==> src/rtl/scan_config_loader.sv <==
// Configuration scan-chain loader: serializes host words onto scan_in with scan_en,
// and packs the bits leaving the chain into readback words.
module scan_config_loader #(
  parameter int CHAIN_LEN  = 12,
  parameter int WORD_WIDTH = 8
) (
  input  logic                  i_clk,
  input  logic                  i_rst,
  input  logic                  i_start,
  input  logic [WORD_WIDTH-1:0] i_cfg_data,
  input  logic                  i_cfg_valid,
  output logic                  o_cfg_ready,
  output logic                  o_scan_in,
  output logic                  o_scan_en,
  input  logic                  i_scan_out,
  output logic [WORD_WIDTH-1:0] o_rd_data,
  output logic                  o_rd_valid,
  output logic                  o_busy,
  output logic                  o_done
);
  localparam int RW = $clog2(CHAIN_LEN + 1);
  localparam int CW = $clog2(WORD_WIDTH + 1);

  typedef enum logic [1:0] {S_IDLE, S_LOAD, S_SHIFT, S_DONE} state_t;

  state_t                r_state, w_state_nxt;
  logic [RW-1:0]         r_rem;
  logic [CW-1:0]         r_nbits, r_left, r_k;
  logic [WORD_WIDTH-1:0] r_sreg, r_col, r_rd_data;
  logic                  r_rd_valid;

  logic                  w_xfer, w_word_end, w_chain_end;
  logic [CW-1:0]         w_nbits, w_k_inc;
  logic [WORD_WIDTH-1:0] w_col_nxt;

  always_ff @(posedge i_clk) begin
    if (i_rst) r_state <= S_IDLE;
    else       r_state <= w_state_nxt;
  end

  always_comb begin
    w_state_nxt = r_state;
    w_xfer      = 1'b0;
    w_word_end  = 1'b0;
    w_chain_end = 1'b0;
    w_nbits     = (32'(r_rem) < WORD_WIDTH) ? CW'(r_rem) : CW'(WORD_WIDTH);
    w_k_inc     = r_k + CW'(1);
    w_col_nxt   = r_col | (WORD_WIDTH'(i_scan_out) << r_k);
    case (r_state)
      S_IDLE:  if (i_start) w_state_nxt = S_LOAD;
      S_LOAD: begin
        if (i_cfg_valid) begin
          w_xfer      = 1'b1;
          w_state_nxt = S_SHIFT;
        end
      end
      S_SHIFT: begin
        if (r_left == '0) begin
          w_word_end  = 1'b1;
          w_chain_end = (r_rem == RW'(r_nbits));
          w_state_nxt = w_chain_end ? S_DONE : S_LOAD;
        end
      end
      S_DONE:  w_state_nxt = S_IDLE;
      default: w_state_nxt = S_IDLE;
    endcase
  end

  // scan_en and scan_in come straight from registers: SHIFT state and sreg LSB.
  always_ff @(posedge i_clk) begin
    if (i_rst) begin
      r_rem      <= '0;
      r_nbits    <= '0;
      r_left     <= '0;
      r_k        <= '0;
      r_sreg     <= '0;
      r_col      <= '0;
      r_rd_data  <= '0;
      r_rd_valid <= 1'b0;
    end else begin
      r_rd_valid <= 1'b0;
      if (r_state == S_IDLE && i_start) r_rem <= RW'(CHAIN_LEN);
      if (w_xfer) begin
        r_sreg  <= i_cfg_data;
        r_nbits <= w_nbits;
        r_left  <= w_nbits - CW'(1);
      end
      if (r_state == S_SHIFT) begin
        if (w_word_end) begin
          r_sreg <= '0;
          r_rem  <= r_rem - RW'(r_nbits);
        end else begin
          r_sreg <= r_sreg >> 1;
          r_left <= r_left - CW'(1);
        end
        // The bit at the far end leaves the chain on this edge.
        if (w_k_inc == CW'(WORD_WIDTH) || w_chain_end) begin
          r_rd_data  <= w_col_nxt;
          r_rd_valid <= 1'b1;
          r_col      <= '0;
          r_k        <= '0;
        end else begin
          r_col <= w_col_nxt;
          r_k   <= w_k_inc;
        end
      end
    end
  end

  assign o_cfg_ready = (r_state == S_LOAD);
  assign o_scan_en   = (r_state == S_SHIFT);
  assign o_scan_in   = (r_state == S_SHIFT) & r_sreg[0];
  assign o_busy      = (r_state != S_IDLE);
  assign o_done      = (r_state == S_DONE);
  assign o_rd_data   = r_rd_data;
  assign o_rd_valid  = r_rd_valid;
endmodule

==> config.mk <==
export PLATFORM = sky130hd
export DESIGN_NAME = scan_config_loader
export DESIGN_NICKNAME = d
export VERILOG_FILES = /design/src/rtl/scan_config_loader.sv
export SDC_FILE = /design/constraint.sdc
export NUM_CORES = 1
export LEC_CHECK = 0
export CAP_MARGIN = 10
export CORE_MARGIN = 8
export CORE_UTILIZATION = 30
export CTS_BUF_LIST = sky130_fd_sc_hd__clkbuf_8
export DETAILED_ROUTE_END_ITERATION = 6
export GPL_ROUTABILITY_DRIVEN = 1
export PLACE_DENSITY_LB_ADDON = 0.3
export SLEW_MARGIN = 20
export SYNTH_ARGS = -nofsm -noshare
export SYNTH_HDL_FRONTEND = slang
export SYNTH_SLANG_ARGS = --single-unit
==> constraint.sdc <==
create_clock -name i_clk -period 4.3 [get_ports i_clk]
set_input_delay 0.86 -clock i_clk [delete_from_list [all_inputs] [get_ports i_clk]]
set_output_delay 0.86 -clock i_clk [all_outputs]
set_load 0.01 [all_outputs]
==> qor.yml <==
outcome:
  outcome: "finished clean"
logic_synthesis:
  syn-num-nets: 264
  ys_ff_latch: 43
  yosys.area.top_type_share: 0.420
  synth_top_cell_by_area: "dfxtp_1"
  synthCells: 243
  async_reset_ff_frac: 0
  synthTopCellsByCount: "dfxtp_1 (43), nor2_1 (37), nand2_1 (23), inv_1 (17), o21ai_0 (13)"
  synth_area_leaders: "dfxtp_1 (42%), nor2_1 (6.8%), o22ai_2 (4.9%), ha_1 (4.3%), nand2_1 (4.2%)"
  synth.most_common_cell: "dfxtp_1"
  syn-cell-area_um2: 2050
  yosysWarnings: 0
  synthFlopType: "dfxtp_1"
  ys_types: 40
  yosysSeqAreaShare: 0.420
  postSynthAreaPerCell_um2: 8.43
  synth_enable_flop_cells: 0
clock_tree:
  clock_sinks: 43
  cts_tree: "built"
  cts_buffers: 5
  cts_max_level: 2
  path_clk_slew_ps: 90
  clk_path_buf_depth: 2
  cts-root-buf: "clkbuf_8"
  ctsHoldBuffers: 0
  insertion_delay_ps: 290
  cts_resized: 0
  post_cts_buffers: 0
timing:
  rsz0062_at_grt: "false"
  max_slew_margin: 0.394
  setup_tns_ps: 0
  clock.fmax_mhz: 354
  drv_slew: 0
  hold_viol: 0
  finalClockSkew_ps: 4.83
  fin_crit_ps: 2820
  tightest_slew_ps: 906
  setup_viol: 0
  fin_crit_sh: 0.656
pwr:
  p_per_area_nw_per_um2: 345
  p_leak_nw: 0.820
  vdd_drop_max_mv: 0.142
detailed_routing:
  detailedRoute.firstIterationViolations: 72
  routedWlPerCell_um: 12.7
  drc: 0
  drt_pass1_iterations: 4
  vias: 1679
  wl_um: 4400
  via_per_inst: 4.85
  antenna_left: 0
grt:
  grt-ovfl-total: 0
  grt_max_degree: 25
  grt_pass1_vias: 1761
  track_usage: 0.0974
  antenna_found_initial: 0
  grt_pass1_wl_um: 7960
finish:
  fin_nets: 286
  drive_gt1_frac: 0.0902
  syn2layout_area_growth_pct: 19.8
  n_antenna_cell: 0
  final_cell_count_no_fill: 346
flow_run:
  maxCapViolations: 0
floorplan:
  die_x_um: 98.7
  num_rows: 30
  start_util: 0.305
  die_area_um2: 9730
  die_h_um: 98.7
  coreArea_um2: 6720
  io_pins: 27
worst_setup_path:
  crit_arrival_ps: 1960
  critPathKind: "reg2out"
  worst_setup_path_end_kind: "primary output"
  worstPathMaxFanout: 17
  crit_required_ps: 3440
  startpoint_type: "register"
hold_path:
  min_path_type: "reg2reg"
placement:
  portBuffers: 26
  gp_congestion: 0.753
  place_inst: 338
  dp_hpwl_um: 3190
-- routing by layer --
metal	wire length (µm)	share of wire	global-route usage	vias to the layer above
met1	2090	0.47	0.111	774
met4	31	0.0070	0.0283	0
li1	-	-	-	869
met2	2070	0.47	0.173	32
met5	0	0	0	-
met3	208	0.047	0.0261	4
-- kinds of logic (layout without fill, tap and decap cells) --
| group | count (synthesis) | in the layout | share of synthesized area |
|---|---|---|---|
| simple gates | 96 | 96 | 0.226 |
| compound gates | 56 | 56 | 0.198 |
| flops | 43 | 43 | 0.420 |
| buf+inv | 31 | 54 | 0.0635 |
| fa+ha+maj | 8 | 8 | 0.0525 |
| xor+xnor | 8 | 8 | 0.0342 |
| mux | 1 | 1 | 0.00488 |
-- state kept, by name (all words and copies together), names as in the netlist --
register    flops
r_sreg          8
r_nbits         4
o_rd_valid      1
r_state         2
r_rem           4
r_k             4
r_col           8
r_left          4
o_rd_data       8
-- worst paths after layout --
check              from   endpoint  depth (start not counted)  slack [ps]
max          r_state[0]  o_scan_in                          5        1480
min           r_sreg[4]  r_sreg[3]                          2         460
max reg2reg   r_left[0]  r_left[0]                          7        2170
min reg2reg   r_sreg[4]  r_sreg[3]                          2         460
-- cells in the final DEF (no fill, tap or decap), types with 2 or more instances in the layout --
master and n:
o21ai_0 13, nor3_1 11, dfxtp_1 43, nand2b_1 2, or2_2 2, xor2_1 4
o22ai_2 8, xnor2_1 4, and2_1 3, nand3_1 2, a21oi_1 12, a31oi_1 6
clkdlybuf4s50_1 26, nor2_1 37, inv_1 17, a41oi_1 2, nand4_1 2, a211oi_1 8
buf_4 2, nand2_1 23, nor2b_1 6, clkinvlp_4 2, nand3b_1 2, ha_1 7
clkbuf_8 5
-- power breakdown --
part | switching (W) | internal (W) | total (W)
Clock | 0.000148 | 0.000116 | 0.000264
Combinational | 0.0000793 | 0.0000650 | 0.000144
Sequential | 0.0000197 | 0.000418 | 0.000438
-- stage by stage --
stage / hold WS (ps) / setup WS, ps / util / instance area, µm² / total power, W
2_1_floorplan: 436 / 2210 / - / 2050 / 0.000547
3_3_place_gp: 446 / 1490 / 0.352 / 2360 / 0.000591
4_1_cts: 463 / 1450 / 0.365 / 2450 / 0.000859
3_5_place_dp: 453 / 1460 / 0.352 / 2360 / 0.000592
5_1_grt: 491 / 1360 / 0.365 / 2450 / 0.000902
6_report: 463 / 1480 / 0.365 / 2450 / 0.000846
-- critical path, cell delays in order, from the launching register on --
cell             delay [ps]
dfxtp_1                 440
nand2b_4                290
clkinv_1                 90
buf_4                   200
and2_1                  170
clkdlybuf4s50_1         470
-- cell type report --
class	count	area, µm²
well taps	80	100
repair buffers	28	275
multi-input cells	169	1060
flip-flops and latches	43	861
fillers	710	4260
clock inverters	3	23.8
clock buffers	5	68.8
inverters	18	67.6
No activity file was read; power rests on OpenSTA's default activity.
